<file path="src/rtl/mips_pkg.sv">
// Shared definitions for the MIPS pipeline front end: default address width,
// the nop encoding, the sequential fetch step and the IF/ID bundle type.
package mips_pkg;

  localparam int unsigned DEF_ADDR_W = 32;
  localparam logic [31:0] NOP_INSTR  = 32'h0000_0000;
  localparam int unsigned PC_STEP    = 4;

  // Contents of the IF/ID pipeline register.
  typedef struct packed {
    logic [31:0]           instr;
    logic [DEF_ADDR_W-1:0] pc_plus4;
    logic                  valid;
  } ifid_t;

endpackage

</file>
<file path="src/rtl/fetch_stage_pc_register.sv">
// Program counter with next-PC selection.
// Priority: reset, jump, taken branch, stall (hold), sequential PC+4.
// Redirect targets are forced word-aligned; PC+4 wraps silently.
module pc_register
  import mips_pkg::*;
#(
  parameter int unsigned          ADDR_W   = DEF_ADDR_W,
  parameter logic [ADDR_W-1:0]    RESET_PC = '0
) (
  input  logic              i_clk,
  input  logic              i_reset,
  input  logic              i_stall,
  input  logic              i_branch_taken,
  input  logic [ADDR_W-1:0] i_branch_target,
  input  logic              i_jump,
  input  logic [ADDR_W-1:0] i_jump_target,
  output logic [ADDR_W-1:0] o_pc,
  output logic [ADDR_W-1:0] o_pc_plus4
);

  logic [ADDR_W-1:0] r_pc;
  logic [ADDR_W-1:0] w_pc_next;
  logic [ADDR_W-1:0] w_pc_plus4;

  assign w_pc_plus4 = r_pc + ADDR_W'(PC_STEP);

  // Select the next PC; a redirect wins over a stall so it is never lost.
  always_comb begin
    w_pc_next = r_pc;
    if (i_jump) begin
      w_pc_next = {i_jump_target[ADDR_W-1:2], 2'b00};
    end else if (i_branch_taken) begin
      w_pc_next = {i_branch_target[ADDR_W-1:2], 2'b00};
    end else if (i_stall) begin
      w_pc_next = r_pc;
    end else begin
      w_pc_next = w_pc_plus4;
    end
  end

  // PC flop with synchronous reset.
  always_ff @(posedge i_clk) begin
    if (i_reset) begin
      r_pc <= RESET_PC;
    end else begin
      r_pc <= w_pc_next;
    end
  end

  assign o_pc       = r_pc;
  assign o_pc_plus4 = w_pc_plus4;

endmodule

</file>
<file path="src/rtl/fetch_stage.sv">
// Instruction-fetch stage: drives the PC to instruction memory and captures
// the returned word plus PC+4 into the IF/ID register, counting every valid
// instruction handed to decode.
// Optional macro FETCH_DELAY_SLOT_EN: when defined, a redirect does not
// flush IF/ID; the instruction being fetched (the delay slot) is kept.
module fetch_stage
  import mips_pkg::*;
#(
  parameter logic [31:0] RESET_PC = 32'h0000_0000,
  parameter int unsigned ADDR_W   = DEF_ADDR_W
) (
  input  logic              Clk,
  input  logic              Reset,
  input  logic              Stall,
  input  logic              BranchTaken,
  input  logic [ADDR_W-1:0] BranchTarget,
  input  logic              Jump,
  input  logic [ADDR_W-1:0] JumpTarget,
  output logic [ADDR_W-1:0] InstrAddress,
  input  logic [31:0]       InstrData,
  output logic [31:0]       Instruction_ID,
  output logic [ADDR_W-1:0] PCPlus4_ID,
  output logic              Valid_ID,
  output logic [31:0]       FetchCount
);

  logic [ADDR_W-1:0] w_pc;
  logic [ADDR_W-1:0] w_pc_plus4;
  logic              w_flush;
  ifid_t             r_ifid;
  logic [31:0]       r_fetch_count;

  pc_register #(
    .ADDR_W   (ADDR_W),
    .RESET_PC (RESET_PC[ADDR_W-1:0])
  ) u_pc_register (
    .i_clk           (Clk),
    .i_reset         (Reset),
    .i_stall         (Stall),
    .i_branch_taken  (BranchTaken),
    .i_branch_target (BranchTarget),
    .i_jump          (Jump),
    .i_jump_target   (JumpTarget),
    .o_pc            (w_pc),
    .o_pc_plus4      (w_pc_plus4)
  );

`ifdef FETCH_DELAY_SLOT_EN
  // The delay-slot instruction is architecturally executed, so never flush.
  assign w_flush = 1'b0;
`else
  // Any redirect squashes the wrong-path instruction, even during a stall.
  assign w_flush = Jump | BranchTaken;
`endif

  // IF/ID register and delivered-instruction counter: flush, hold or load.
  always_ff @(posedge Clk) begin
    if (Reset) begin
      r_ifid        <= '{instr: NOP_INSTR, pc_plus4: '0, valid: 1'b0};
      r_fetch_count <= 32'd0;
    end else if (w_flush) begin
      r_ifid        <= '{instr: NOP_INSTR, pc_plus4: '0, valid: 1'b0};
      r_fetch_count <= r_fetch_count;
    end else if (Stall) begin
      r_ifid        <= r_ifid;
      r_fetch_count <= r_fetch_count;
    end else begin
      r_ifid        <= '{instr: InstrData, pc_plus4: w_pc_plus4, valid: 1'b1};
      r_fetch_count <= r_fetch_count + 32'd1;
    end
  end

  assign InstrAddress   = w_pc;
  assign Instruction_ID = r_ifid.instr;
  assign PCPlus4_ID     = r_ifid.pc_plus4;
  assign Valid_ID       = r_ifid.valid;
  assign FetchCount     = r_fetch_count;

endmodule

</file>
<file path="config.mk">
export PLATFORM = sky130hd
export DESIGN_NAME = fetch_stage
export DESIGN_NICKNAME = d
export VERILOG_FILES = /design/src/rtl/mips_pkg.sv /design/src/rtl/fetch_stage_pc_register.sv /design/src/rtl/fetch_stage.sv
export SDC_FILE = /design/constraint.sdc
export NUM_CORES = 1
export LEC_CHECK = 0
export BUFFER_PORTS_ARGS = -buffer_cell sky130_fd_sc_hd__buf_2
export CORE_MARGIN = 2
export CORE_UTILIZATION = 45
export CTS_CLUSTER_DIAMETER = 100
export DETAILED_ROUTE_END_ITERATION = 8
export GPL_TIMING_DRIVEN = 0
export PLACE_DENSITY = 0.8
export SLEW_MARGIN = 20
export SYNTH_ARGS = -nofsm -noshare
export SYNTH_HDL_FRONTEND = slang
export SYNTH_HIERARCHICAL = 1
export SYNTH_SLANG_ARGS = --single-unit
</file>
<file path="constraint.sdc">
create_clock -name Clk -period 2.4 [get_ports Clk]
set_clock_uncertainty 0.2 [all_clocks]
set_input_delay 0.12 -clock Clk [delete_from_list [all_inputs] [get_ports Clk]]
set_output_delay 0.12 -clock Clk [all_outputs]
set_load 0.005 [all_outputs]
</file>
* After elaboration in Yosys (flattened, before gate mapping) *
Index checks and enable logic that the tools add are counted.

storage, ports and cells
  bits of input ports = 101
  register bits = 129
  logic and storage cells = 18
  output and inout port bits = 129

cells by class
  multiplexer cells = 3
  reductions and logical operators = 3
  eq/ne operators = 1
  add/sub/neg operators = 2
  bitwise gates (word level) = 3

operator list
  kind                   count
  $mux 32                3
  $add 32x1->32 const B  1
  $add 32x3->32 const B  1
  $ne 3x1->1 const B     1
  $reduce_or 3->1        1
  $not 1->1              2
  $reduce_and 2->1       1
  $reduce_or 2->1        1
  $or 1x1->1             1

* Logic depth before layout (Yosys ltp) *
  depth after elaboration = 4
  mapped depth = 8
  depth with buffers taken out = 8

* Hierarchy *
The synthesis kept the hierarchy.

modules (own cells, without submodules)
  module       cells each  times used  seq. area each (sq um)  area an instance (sq um)
  fetch_stage  390         1           1941.9                  3796.1
  pc_register  340         1           600.6                   2553.7

* Worst setup path after synthesis *
Ideal clock, no wire load.

  path kind = register to register
  start = register r_fetch_count[0], in the netlist FetchCount[0]
  end = register r_fetch_count[30], in the netlist FetchCount[30]
  slack = 51 ps
  library setup time = 71 ps
  buffers on the path = 1
  data arrival time = 2079 ps
  required time = 2129 ps
  clock period less this slack = 2349 ps
  cell stages (with the launch flop) = 7
  cell sequence = dfxtp_1 -> ha_1 -> or3b_4 -> or4_4 -> buf_6 -> or4_1 -> a21oi_1

between the ends
  word-level cells in the longest chain between the ends = 1

ends and longest elaborated chain
  element                 RTL line           RTL
  start, declared         fetch_stage.sv:31  logic [31:0] r_fetch_count;
  start signal, assigned  fetch_stage.sv:63  r_fetch_count <= r_fetch_count;
  start signal, assigned  fetch_stage.sv:66  r_fetch_count <= r_fetch_count;
  start signal, assigned  fetch_stage.sv:69  r_fetch_count <= r_fetch_count + 32'd1;
  $add 32x1->32           fetch_stage.sv:69

Every way passes these cells.
A chain may end at the register's enable or synchronous reset.

* Final worst setup path *
  start = register r_fetch_count[1], in the netlist FetchCount[1]
  end = register r_fetch_count[26], in the netlist FetchCount[26]

The elaborated chain is that of the path after synthesis.

==> flow_metrics.py <==
metrics = {
    "drt": {
        "drt_pre_antenna_iters": 5,
        "wl_per_cell_um": 18.30,
        "drc": 0,
        "ant_nets": 0,
        "drt_iter0_drc": 708,
        "vias": 7214,
        "drt-vias-per-instance": 5.698,
        "wl_mm": 23.17,
    },
    "worst_hold_path": {
        "hold_class": "primary input to flip-flop",
        "hold_depth": 4,
    },
    "clocking": {
        "cts_tree": "built",
        "cts_inserted_buffers": 17,
        "worstSkewPairLatency_ns": 0.42,
        "h-tree-depth": 4,
        "clockRootBuffer": "clkbuf_16",
        "clkTransAtPathRegs_ns": 0.05,
        "cts-root-to-sink-buffers": 2,
        "cts_sinks": 127,
    },
    "sta": {
        "rsz0062_at_grt": "yes",
        "maxSlewViolCount": 0,
        "setup_violations": 0,
        "finalCritPeriodShare_pct": 99.97,
        "finalCriticalPeriod_ns": 2.399,
        "fmax_mhz": 416.8,
        "hold_viol": 0,
        "worst_pin_slew_ns": 0.8262,
        "relSlewSlack_pct": 44.92,
        "whs_ns": 0.02391,
    },
    "finish": {
        "area_growth_pct": 48.81,
        "drive_gt1_share_pct": 30.88,
        "design_area_um2": 9449,
        "nets": 1177,
    },
    "setup_path": {
        "critPathMostFrequentCell": "or4_4",
        "start_kind": "flip-flop",
        "path_class": "flip-flop to flip-flop",
        "cp.arrival_ns": 2.54,
        "path_cells": "ha_4 > or3b_4 > or4_4 > buf_6 > or4_4 > a21oi_1",
        "slowest_delay_ns": 0.48,
        "r2r_cells": 6,
        "crit_fanout": 5,
        "critPathSlowestCell": "or4_4",
        "cp-end-kind": "flip-flop",
        "worst_ep_required_time_ns": 2.54,
    },
    "global_routing": {
        "grt_pass1_wl_mm": 34.68,
        "grt_max_degree": 17,
        "gr-total-overflow": 0,
        "antenna_found_initial": 1,
        "grt_pass1_vias": 6850,
        "grt_usage_pct": 30.00,
    },
    "synthesis": {
        "ys_seq_area_share_pct": 40.04,
        "synth_top_flop_cell": "dfxtp_1",
        "synth-edff-count": 0,
        "syn-instance-count": 730,
        "netlist_top_cells_area": "dfxtp_1 (40%), mux2i_1 (11%), nor2_1 (6.0%)",
        "synthArstFlopShare_pct": 0,
        "yosysMostFrequentCell": "dfxtp_1",
        "ys_ff_latch": 127,
        "synthTopCellsByCount": "dfxtp_1 (127), nor2_1 (102), mux2i_1 (70)",
        "post_synth_num_cell_types": 69,
        "yosysWarningCount": 6,
        "synth_top_cell_area_share_pct": 40.04,
        "syn-mean-instance-area_um2": 8.698,
        "synth_top_area_cell": "dfxtp_1",
        "syn-cell-area_um2": 6350,
    },
    "power_and_ir_drop": {
        "p_sw_share_pct": 23.87,
        "power.internal_mw": 4.291,
        "p_switching_mw": 1.345,
        "peakVddDrop_mv": 0.4597,
        "power_frac_clock_pct": 47.2,
        "leakage_nw": 4.222,
        "seqPwrFrac_pct": 40.0,
        "combPwrFrac_pct": 12.8,
        "power_density_nw_per_um2": 596.4,
    },
    "floorplanning": {
        "rows": 43,
        "dieWidth_um": 122.8,
        "die_height_um": 122.8,
        "ioPinCount": 230,
        "core_area_um2": 13830,
        "start_util_pct": 45.92,
        "die_area_um2": 15080,
    },
    "placed_design": {
        "dpl.hpwl_mm": 15.16,
        "dpl_cell_area_um2": 7697,
        "numPortBuffers": 222,
        "gp_congestion": 0.9052,
    },
    "flow_run": {
        "maxCapViolations": 0,
    },
    "status": {
        "status": "complete, no violations",
    },
}
## cells by family after synthesis
kind of cell | Yosys count | synth area share, %
and+or+nand+nor | 282 | 24.02
AOI/OAI and AO/OA | 138 | 14.15
DFF | 127 | 40.04
muxes | 72 | 11.39
buffers and inverters | 69 | 4.571
xor gates and xnor gates | 39 | 5.379
adders and majority gates | 2 | 0.3940
other | 1 | 0.05906
## state kept, by name, indices dropped and copies added, names as in the netlist
| signal | flops |
|---|---|
| Instruction_ID | 32 |
| u_pc_register/o_pc | 30 |
| FetchCount | 32 |
| Valid_ID | 1 |
| PCPlus4_ID | 32 |
## power by group through the flow
stage                     sequential (mW)  clock (mW)  combinational (mW)
after floorplan                      2.28           0               0.323
after global placement               2.29           0               0.565
after detailed placement             2.29           0               0.573
after CTS                            2.25        2.69               0.691
after global routing                 2.26        2.78               0.776
final                                2.25        2.66               0.723
## final timing paths
path,start,end,slack (ns)
worst max-delay path,FetchCount[1],FetchCount[26],0.0008
worst min-delay path,Jump,FetchCount[0],0.02
worst max register to register,FetchCount[1],FetchCount[26],0.0008
worst min register to register,Valid_ID,Valid_ID,0.25
## per-layer routing
| metal | GRT usage, % | vias to the layer above | part of all wire [%] |
|---|---|---|---|
| met3 | 7.388 | 80 | 10 |
| met1 | 34.47 | 3326 | 38 |
| li1 | - | 3352 | - |
| met4 | 13.79 | 0 | 3.3 |
| met2 | 52.24 | 456 | 49 |
| met5 | 0 | - | 0 |
## worst max-delay path, delay by kind of cell, from the launching register on
family	cells	cell delay (ns)
AOI/OAI and AO/OA	1	0.15
DFF	1	0.37
and+or+nand+nor	3	1.33
buffers and inverters	1	0.16
adders and majority gates	1	0.12
## area by class of cell
class / count / area [um2]
diodes: 1 / 2.502
plain buffers: 54 / 255.2
clock buffers: 25 / 505.5
clock inverters: 5 / 102.6
fillers: 1028 / 4378
inverters: 14 / 52.55
multi-input cells: 537 / 3637
flip-flops and latches: 127 / 2585
well taps: 180 / 225.2
repair buffers: 323 / 2083
## metrics by stage
step           setup TNS, ns  setup WS, ns  std cells  utilization [%]  power [mW]
3_5_place_dp          -5.473       -0.4624       1135            55.67       2.863
2_1_floorplan              0       0.05060        733                -       2.603
6_report                   0     0.0008149       1266            68.34       5.635
4_1_cts             -0.04522      -0.02525       1257            67.13       5.630
3_3_place_gp          -4.842       -0.5181       1135            55.67       2.853
5_1_grt              -0.1328      -0.03632       1266            68.34       5.813
## cells in the final DEF (no fill, tap or decap), types with 8 or more instances in the layout
cell / Yosys / final
xor2_1: 17 / 17
nor2_1: 102 / 101
and3_1: 8 / 8
o31ai_1: 16 / 14
dfxtp_4: 0 / 8
buf_1: 13 / 13
o21ai_0: 19 / 19
dlygate4sd3_1: 0 / 85
nor3_1: 15 / 15
nor4_1: 12 / 8
or4_1: 15 / 13
or3_1: 12 / 12
clkbuf_1: 30 / 27
a211oi_1: 10 / 10
clkbuf_16: 0 / 17
dfxtp_2: 0 / 10
buf_4: 4 / 18
nand2_1: 34 / 33
xnor2_1: 22 / 22
o22ai_1: 12 / 12
inv_1: 14 / 14
buf_2: 7 / 230
nand4_1: 11 / 11
dfxtp_1: 127 / 109
nand3_1: 28 / 26
a21oi_1: 46 / 45
mux2i_1: 70 / 70
## repair_timing
action / CTS / global route
gates cloned: 1 / 0
setup buffers: 7 / 8
gates resized for setup: 22 / 39
endpoints found under the hold margin: 62 / 0
endpoints found under the setup margin: 40 / 38
pin swaps: 1 / 5
hold buffers: 85 / 0
Power figures use the tool's default switching activity.
